`src/rtl/nios_led_oci_trace_pkg.sv`:
```
// Shared encodings and width helpers for the OCI trace monitor.
package nios_led_oci_trace_pkg;

  typedef enum logic [1:0] {
    ST_CAPTURE = 2'd0,
    ST_DRAIN   = 2'd1,
    ST_DONE    = 2'd2
  } state_e;

  function automatic int unsigned entry_w(input int unsigned cnt_w, input int unsigned data_w);
    return cnt_w + data_w;
  endfunction

  function automatic int unsigned level_w(input int unsigned depth);
    return $clog2(depth + 1);
  endfunction

  function automatic int unsigned ptr_w(input int unsigned depth);
    return (depth > 1) ? $clog2(depth) : 1;
  endfunction

endpackage

```
`src/rtl/nios_led_oci_trace_ring.sv`:
```
// Circular trace buffer; occupancy tracked by an explicit level counter.
module nios_led_oci_trace_ring
  import nios_led_oci_trace_pkg::*;
#(
  parameter int unsigned DEPTH   = 16,
  parameter int unsigned ENTRY_W = 34
) (
  input  logic                        clk,
  input  logic                        reset_n,
  input  logic                        push,
  input  logic                        overwrite_oldest,
  input  logic                        pop,
  input  logic [ENTRY_W-1:0]          wdata,
  output logic [ENTRY_W-1:0]          rdata_c,
  output logic [level_w(DEPTH)-1:0]   fill_level,
  output logic                        full_c,
  output logic                        empty_c
);

  localparam int unsigned PTR_W = ptr_w(DEPTH);
  localparam int unsigned LVL_W = level_w(DEPTH);

  logic [ENTRY_W-1:0] mem [DEPTH];
  logic [PTR_W-1:0]   wr_ptr;
  logic [PTR_W-1:0]   rd_ptr;
  logic               add_c;
  logic               ovw_c;
  logic               del_c;

  assign full_c  = (fill_level == LVL_W'(DEPTH));
  assign empty_c = (fill_level == '0);
  assign add_c   = push && !full_c;
  assign ovw_c   = overwrite_oldest && full_c;
  assign del_c   = pop && !empty_c;
  assign rdata_c = mem[rd_ptr];

  always_ff @(posedge clk) begin
    if (add_c || ovw_c) mem[wr_ptr] <= wdata;
  end

  // An overwrite advances both pointers so the oldest entry is retired.
  always_ff @(posedge clk or negedge reset_n) begin
    if (!reset_n) begin
      wr_ptr     <= '0;
      rd_ptr     <= '0;
      fill_level <= '0;
    end else begin
      if (add_c || ovw_c) wr_ptr <= wr_ptr + PTR_W'(1);
      if (ovw_c || del_c) rd_ptr <= rd_ptr + PTR_W'(1);
      case ({add_c, del_c})
        2'b10:   fill_level <= fill_level + LVL_W'(1);
        2'b01:   fill_level <= fill_level - LVL_W'(1);
        default: fill_level <= fill_level;
      endcase
    end
  end

endmodule

```
`src/rtl/nios_led_cpu_oci_trace_monitor.sv`:
```
// Captures OCI debug-trace entries on count change, then drains them on test end.
module nios_led_cpu_oci_trace_monitor
  import nios_led_oci_trace_pkg::*;
#(
  parameter int unsigned DATA_W    = 30,
  parameter int unsigned CNT_W     = 4,
  parameter int unsigned DEPTH     = 16,
  parameter int unsigned WRAP_MODE = 1,
  parameter int unsigned DROP_W    = 16
) (
  input  logic                                clk,
  input  logic                                reset_n,
  input  logic [DATA_W-1:0]                   dct_buffer,
  input  logic [CNT_W-1:0]                    dct_count,
  input  logic                                test_ending,
  input  logic                                test_has_ended,
  output logic                                rd_valid,
  input  logic                                rd_ready,
  output logic [entry_w(CNT_W, DATA_W)-1:0]   rd_data,
  output logic [level_w(DEPTH)-1:0]           fill_level,
  output logic                                overflow,
  output logic [DROP_W-1:0]                   drop_count,
  output logic [1:0]                          state_o,
  output logic                                done
);

  localparam int unsigned ENTRY_W = entry_w(CNT_W, DATA_W);
  localparam bit          WRAP    = (WRAP_MODE != 0);

  state_e             state;
  logic [CNT_W-1:0]   prev_count;
  logic               push_c;
  logic               pop_c;
  logic               drop_c;
  logic               full_c;
  logic               empty_c;
  logic [ENTRY_W-1:0] head_c;

  assign push_c   = (dct_count != prev_count) && (state == ST_CAPTURE);
  assign drop_c   = push_c && full_c;
  assign rd_valid = (state == ST_DRAIN) && !empty_c;
  assign pop_c    = rd_valid && rd_ready;
  assign rd_data  = rd_valid ? head_c : '0;
  assign state_o  = state;

  nios_led_oci_trace_ring #(
    .DEPTH   (DEPTH),
    .ENTRY_W (ENTRY_W)
  ) u_ring (
    .clk              (clk),
    .reset_n          (reset_n),
    .push             (push_c),
    .overwrite_oldest (push_c && WRAP),
    .pop              (pop_c),
    .wdata            ({dct_count, dct_buffer}),
    .rdata_c          (head_c),
    .fill_level       (fill_level),
    .full_c           (full_c),
    .empty_c          (empty_c)
  );

  // DONE waits on the registered level, so the last pop lands before the exit.
  always_ff @(posedge clk or negedge reset_n) begin
    if (!reset_n) begin
      state      <= ST_CAPTURE;
      prev_count <= '0;
      overflow   <= 1'b0;
      drop_count <= '0;
      done       <= 1'b0;
    end else begin
      prev_count <= dct_count;
      if (drop_c) begin
        overflow <= 1'b1;
        if (drop_count != '1) drop_count <= drop_count + DROP_W'(1);
      end
      case (state)
        ST_CAPTURE: if (test_ending || test_has_ended) state <= ST_DRAIN;
        ST_DRAIN: begin
          if (test_has_ended && empty_c) begin
            state <= ST_DONE;
            done  <= 1'b1;
          end
        end
        ST_DONE:  state <= ST_DONE;
        default:  state <= ST_CAPTURE;
      endcase
    end
  end

endmodule
```
`config.mk`:
```
export PLATFORM = sky130hd
export DESIGN_NAME = nios_led_cpu_oci_trace_monitor
export DESIGN_NICKNAME = d
export VERILOG_FILES = /design/src/rtl/nios_led_oci_trace_pkg.sv /design/src/rtl/nios_led_oci_trace_ring.sv /design/src/rtl/nios_led_cpu_oci_trace_monitor.sv
export SDC_FILE = /design/constraint.sdc
export NUM_CORES = 1
export LEC_CHECK = 0
export ABC_AREA = 1
export CORE_MARGIN = 1
export CORE_UTILIZATION = 50
export CTS_CLUSTER_DIAMETER = 60
export DETAILED_ROUTE_END_ITERATION = 10
export PLACE_DENSITY = 0.68
export SLEW_MARGIN = 15
export SYNTH_ARGS = -nofsm -noshare
export SYNTH_HDL_FRONTEND = slang
export SYNTH_SLANG_ARGS = --single-unit
```
`constraint.sdc`:
```
create_clock -name clk -period 3.8 [get_ports clk]
set_clock_uncertainty 0.15 [all_clocks]
set_input_delay 0.76 -clock clk [delete_from_list [all_inputs] [get_ports clk]]
set_output_delay 0.76 -clock clk [all_outputs]
set_load 0.02 [all_outputs]
```
==> flow_summary_export.csv <==
group,metric,value,unit
status,status,"finished clean",
global_routing,globalRouteOverflowTotal,0,
synth,yosys.cell_types.count,26,
routing,first_iter_violations,1538,
routing,drt-vias-per-instance,5.309,
synth,syn-instance-count,2290,
sta,fmaxAchievable,270.8,MHz
cts,tritoncts,"done",
min_path,hold_path.class,"in2async",
critical_path,timing.critical_path.fanout_max,25,
placement,preCtsSetupSlack,0.2361,ns
critical_path,critical_path.startpoint_type,"flip-flop",
synth,mappedNetlistNets,2341,
cts,tritoncts.num_buffers,58,
synth,yosys.area.top_type_share,0.6629,
synth,ys_seq_area_frac,0.7004,
global_routing,track_usage,0.2343,
placement,final_hpwl_dp,29850,um
pwr,p_leak,11.38,nW
placement,gp_congestion,0.7818,
sta,setup_viol,0,
critical_path,cp_data_arrival_time,2.78,ns
floorplan,top_level_ports,99,
routing,route.detailed.wl_per_inst,18.91,um
sta,final_hold_violations,0,
sta,finalHoldWorstSlack,0.1164,ns
final_layout,layout.area.seq,17270,um2
cts,clkSinkCount,581,
final_layout,net_total_in_the_final_layout,2448,
sta,setup-tns-final,0,ns
global_routing,grt_antenna_before_repair,2,
cts,cts_hold_buffers,0,
floorplan,chipWidth,224.0,um
synth,synth_ff_type,"edfxtp_1",
floorplan,die-area,50180,um2
global_routing,grt_first_pass_wirelength,89760,um
global_routing,grt_pass1_vias,16008,
floorplan,coreArea,48150,um2
cts,number_of_h_tree_levels,2,
placement,dpl-instance-area,26780,um2
synth,asyncSetResetFlopFracSynth,0.06368,
cts,clk_latency,0.61,ns
cts,clockRootBuffer,"clkbuf_16",
critical_path,endpoint_kind,"output port",
final_layout,syn2layout_area_growth,17.05,%
global_routing,maximum_number_of_pins_on_one_net_before_global_route_repair,118,
synth,ys_warn_count,0,
cts,buffer_levels_on_the_longest_clock_path,3,
synth,ys_ff_latch,581,
final_layout,drive_gt1_frac,0.07204,
floorplan,start_util,0.5119,
run,drv_cap,0,
sta,final_min_period_over_clock_period,0.9719,
sta,headroom_to_the_max_slew_limit,0.4111,
synth,syn_area,24640,um2
final_layout,post-route-cell-area,28850,um2
sta,final_max_slew_viol_count,0,
sta,worst_pin_slew,0.8833,ns
sta,fin_crit,3.693,ns
cts,clk_pin_slew_worst_paths,0.06,ns
synth,synth_top_cell_by_area,"edfxtp_1",
final_layout,stdcell_count,3101,
final_layout,multi_input_comb_area,6412,um2
routing,vias,16464,
sta,layout_setup_ws,0.1069,ns
critical_path,worst-setup-path-type,"reg2out",
synth,synth-edff-count,544,
routing,routed_wl,58630,um
placement,placement.io_buffers,98,
routing,first_pass_iters,7,
critical_path,worstPathRequired,2.89,ns
placement,dp_cells,2987,
pwr,p_per_area,443.2,nW/um2
routing,drc,0,
synth,synth.top_cells.by_area,"edfxtp_1, nand2_1, nor2_1",
floorplan,fp-row-count,80,
final_layout,n_fill_cell,3758,
synth,avgSynthCellArea,10.76,um2
final_layout,layout.cells.most_common_list,"nand2_1, edfxtp_1, nor2_1",
floorplan,dieHeight,224.0,um
routing,detail-route-antenna-nets,0,
final_layout,final_common_cell,"nand2_1",
pwr,ir_worst_vdd,0.0003362,V
==> metal layers <==
layer	routed length (um)	share of wire	global-route usage	vias up
met5	0	0	0	-
met4	1512	0.026	0.08462	0
met3	4029	0.069	0.03568	93
met2	28200	0.48	0.3892	626
met1	24890	0.42	0.3139	7892
li1	-	-	-	7853
==> power breakdown <==
part	switching, mW	internal [mW]
combinational	0.0930	0.0392
clock	2.35	3.31
sequential	0.00115	7.00
total	2.44	10.3
==> through the flow <==
step	power [mW]	utilization
after detailed placement	7.264	0.5562
final	12.78	0.5991
after global placement	7.260	0.5562
after floorplan	7.138	-
after CTS	12.84	0.5962
after global routing	13.10	0.5991
==> cells by family (layout without fill, tap and decap cells) <==
family	Yosys count	count (layout)	synth area share
buffers and inverters	252	405	0.04432
DFF	581	581	0.7004
and+or+nand+nor	1240	1240	0.1943
xor gates and xnor gates	20	20	0.007108
other	0	2	0
adders and majority gates	12	12	0.006092
AOI/OAI and AO/OA	185	185	0.04773
==> flip-flops by register name, summed over array words and instances (netlist names) <==
signal,cells
drop_count,16
u_ring.wr_ptr,4
state_o,2
overflow,1
u_ring.fill_level,5
done,1
u_ring.rd_ptr,4
u_ring.mem,544
prev_count,4
==> critical path, cell delays in order, from the launching register on <==
cell	delay, ns
dfrtp_4	0.60
inv_8	0.19
buf_16	0.20
nand2_1	0.07
nand2_1	0.06
nand2_1	0.05
nand3_1	0.09
nand2_1	0.06
nand2_1	0.06
nand2_1	0.07
nor2_1	0.09
clkdlybuf4s50_1	0.60
==> area by class of cell <==
class | count | share of cell area
Multi-Input combinational cell | 1457 | 0.2223
Timing Repair Buffer | 164 | 0.06714
Clock buffer | 72 | 0.05435
Antenna cell | 2 | 0.0001735
Tap cell | 656 | 0.02845
Inverter | 135 | 0.01826
Sequential cell | 581 | 0.5987
Clock inverter | 34 | 0.01063
==> what timing repair did <==
action,CTS,global route
setup endpoints to repair,29,15
buffers inserted,0,2
gates cloned,1,3
resized for setup,29,24
==> cells in the mapped netlist (2+ instances only) <==
| library cell | number |
|---|---|
| buf_6 | 4 |
| o211ai_1 | 97 |
| xor2_1 | 11 |
| o21bai_1 | 2 |
| buf_4 | 10 |
| dfrtp_1 | 37 |
| inv_1 | 130 |
| a21oi_1 | 2 |
| clkbuf_1 | 27 |
| nand4_1 | 3 |
| inv_2 | 2 |
| nand3_1 | 88 |
| o21ai_1 | 12 |
| clkinv_1 | 3 |
| nor2_1 | 250 |
| buf_1 | 13 |
| ha_1 | 12 |
| xnor2_1 | 9 |
| nand2_1 | 896 |
| o21ai_0 | 71 |
| edfxtp_1 | 544 |
| buf_2 | 63 |
==> worst paths after layout <==
kind / start / to / slack, ns / depth (start not counted)
max in group asynchronous: reset_n / u_ring.rd_ptr[2]$_DFFE_PN0P_ / 2.72 / 1
min: reset_n / drop_count[10]$_DFFE_PN0P_ / 0.12 / 1
min reg2reg: done$_DFFE_PN0P_ / done$_DFFE_PN0P_ / 0.35 / 1
min in group clk: done$_DFFE_PN0P_ / done$_DFFE_PN0P_ / 0.35 / 1
max reg2reg: state_o[1]$_DFFE_PN0P_ / u_ring.fill_level[4]$_DFFE_PN0P_ / 0.86 / 15
max: u_ring.rd_ptr[0]$_DFFE_PN0P_ / rd_data[20] / 0.11 / 11
No activity file was read; power rests on OpenSTA's default activity.
==> edit (same settings) <==
Set the parameter `DROP_W` to 18 (it was 16).
--- a/src/rtl/nios_led_cpu_oci_trace_monitor.sv
+++ b/src/rtl/nios_led_cpu_oci_trace_monitor.sv
@@ -8,3 +8,3 @@
   parameter int unsigned WRAP_MODE = 1,
-  parameter int unsigned DROP_W    = 16
+  parameter int unsigned DROP_W    = 18
 ) (
Interface: changed (resized drop_count); port bits go from 99 to 101. No check against the original RTL was run, so the function may have changed too.
==> edit against the unedited design <==
Final area about the same. Worst setup slack improved by 20 ps. Non-clock buffer count increased by 5. Area after synthesis decreased by 0.34%. Routed wire length decreased by 0.12%. Global-route usage increased by 0.42 points. Sequential cell count increased by 2.
Power is not compared: it rests on default switching activity, and its combinational part moved more than twofold at a synthesized area within 25%.
==> edit: results (changes against the unedited design) <==
[metrics] proportion of synthesized chip area in sequential cells: 70.48% (+0.44 points)
[metrics] Buffers, non-clock: 169 (+3.0%)
[metrics] pin count of the biggest net entering global routing: 70 (-41%)
[metrics] wire length of the first global-routing pass: 91110 um (+1.5%)
[metrics] number of fill cells in the layout: 3752 (-0.16%)
[metrics] final antenna diode count: 0 (-2)
[metrics] Detailed Place HPWL: 30360 um (+1.7%)
[metrics] share of async-settable or async-resettable flops after synthesis: 6.690% (+0.32 points)
[metrics] average wire per standard cell: 19.32 um (+2.2%)
[metrics] nets in the synthesized netlist: 2310 (-1.3%)
[metrics] start of the worst register-to-register path: u_ring.fill_level[2]
[metrics] Taps Inserted: 615 (-6.3%)
[metrics] via count of the first global-routing pass: 16230 (+1.4%)
[metrics] synth unique cells: 27 (+3.8%)
[metrics] total routing usage reported by global routing: 23.85% (+0.42 points)
[metrics] largest fanout of any net on the critical path: 55 (+120%)
[metrics] final weighted congestion in routability-driven placement: 0.8112 (+3.8%)
[metrics] number of combinational gates with multiple inputs: 1454 (-0.21%)
[metrics] instance area after placement: 26710 um^2 (-0.27%)
[metrics] routed wire length: 58560 um (-0.12%)
[metrics] 1st-iter DRT viols: 1579 (+2.7%)
[metrics] hold slack final: 139.4 ps (+22.95 ps)
[metrics] count of input and output buffers: 100 (+2.0%)
[metrics] TritonCTS buffer count: 59 (+1.7%)
[metrics] syn_area_per_cell: 10.87 um^2 (+1.0%)
[metrics] net total in the final layout: 2420 (-1.1%)
[metrics] Vias/cell: 5.420 (+2.1%)
[metrics] total number of clock tree sinks: 583 (+0.34%)
[metrics] run status: finished clean
[metrics] Logic inverters: 102 (-24%)
[metrics] Worst R2R Setup Slack: 630 ps (-230 ps)
[metrics] R2R cell count: 18 (+3)
[metrics] end-of-flow core utilization: 60.04% (+0.13 points)
[metrics] worst slew margin relative to its limit: 36.40% (-4.7 points)
[metrics] cell with the biggest individual delay on the critical path: clkdlybuf4s50_1
[metrics] Setup WS pre-CTS: 221.1 ps (-15.03 ps)
[metrics] share of cell area taken by multi-input logic gates: 22.48% (+0.25 points)
[metrics] number of search-and-repair iterations in the first detailed-routing pass: 5 (-2)
[metrics] commonest cells in the netlist: 807 x nand2_1, 544 x edfxtp_1, 246 x nor2_1, 155 x nand3_1, 96 x inv_1
[edit: cell count changes after synthesis, sizes merged, moves of 3 or more]
cell    change
xor2        +9
nand3      +67
clkbuf     +40
a21oi      +35
o211ai     -45
o21bai     +17
xnor2       -5
buf        -37
nor2        -3
inv        -34
o21ai      +10
nand2      -87
[edit: metal layers]
layer	up-vias	share of wire (%)	global-route usage, %
met5	-	0	0
met4	0	2.3	6.628
met3	111	7.1	3.673
met2	603	48	40.11
met1	7885	42	32.37
li1	7828	-	-
[edit: timing repair]
action,4_1_cts,5_1_grt
gates resized for setup,36,13
setup endpoints to repair,34,9
cloned,3,0
buffers inserted,5,1
[edit: logic make-up (layout without fill, tap and decap cells)]
group	after synthesis	in the layout	synth area share, %
xor gates and xnor gates	24	24	0.8558
AOI/OAI and AO/OA	201	201	4.819
buffers and inverters	222	379	3.627
and+or+nand+nor	1217	1217	19.60
DFF	583	583	70.48
adders and majority gates	12	12	0.6113
[edit: power groups by stage]
stage	Clock [mW]	Sequential, mW	Combinational (mW)
2_1_floorplan	0	7.79	3.74
3_3_place_gp	0	7.80	5.59
3_5_place_dp	0	7.81	5.72
4_1_cts	5.89	7.68	5.97
5_1_grt	6.13	7.71	6.65
6_report	5.81	7.68	6.00
[edit: worst max-delay path by stage]
stage / endpoint / slack [ps] / depth (start not counted) / start
after floorplan: u_ring.mem[11][0] / 450 / 9 / dct_count[1]
after global placement: u_ring.fill_level[4] / 370 / 20 / dct_count[1]
after detailed placement: u_ring.fill_level[4] / 220 / 20 / dct_count[1]
after CTS: rd_data[8] / -40 / 10 / u_ring.rd_ptr[0]
after global routing: rd_data[6] / -20 / 10 / u_ring.rd_ptr[0]
final: rd_data[6] / 130 / 9 / u_ring.rd_ptr[1]
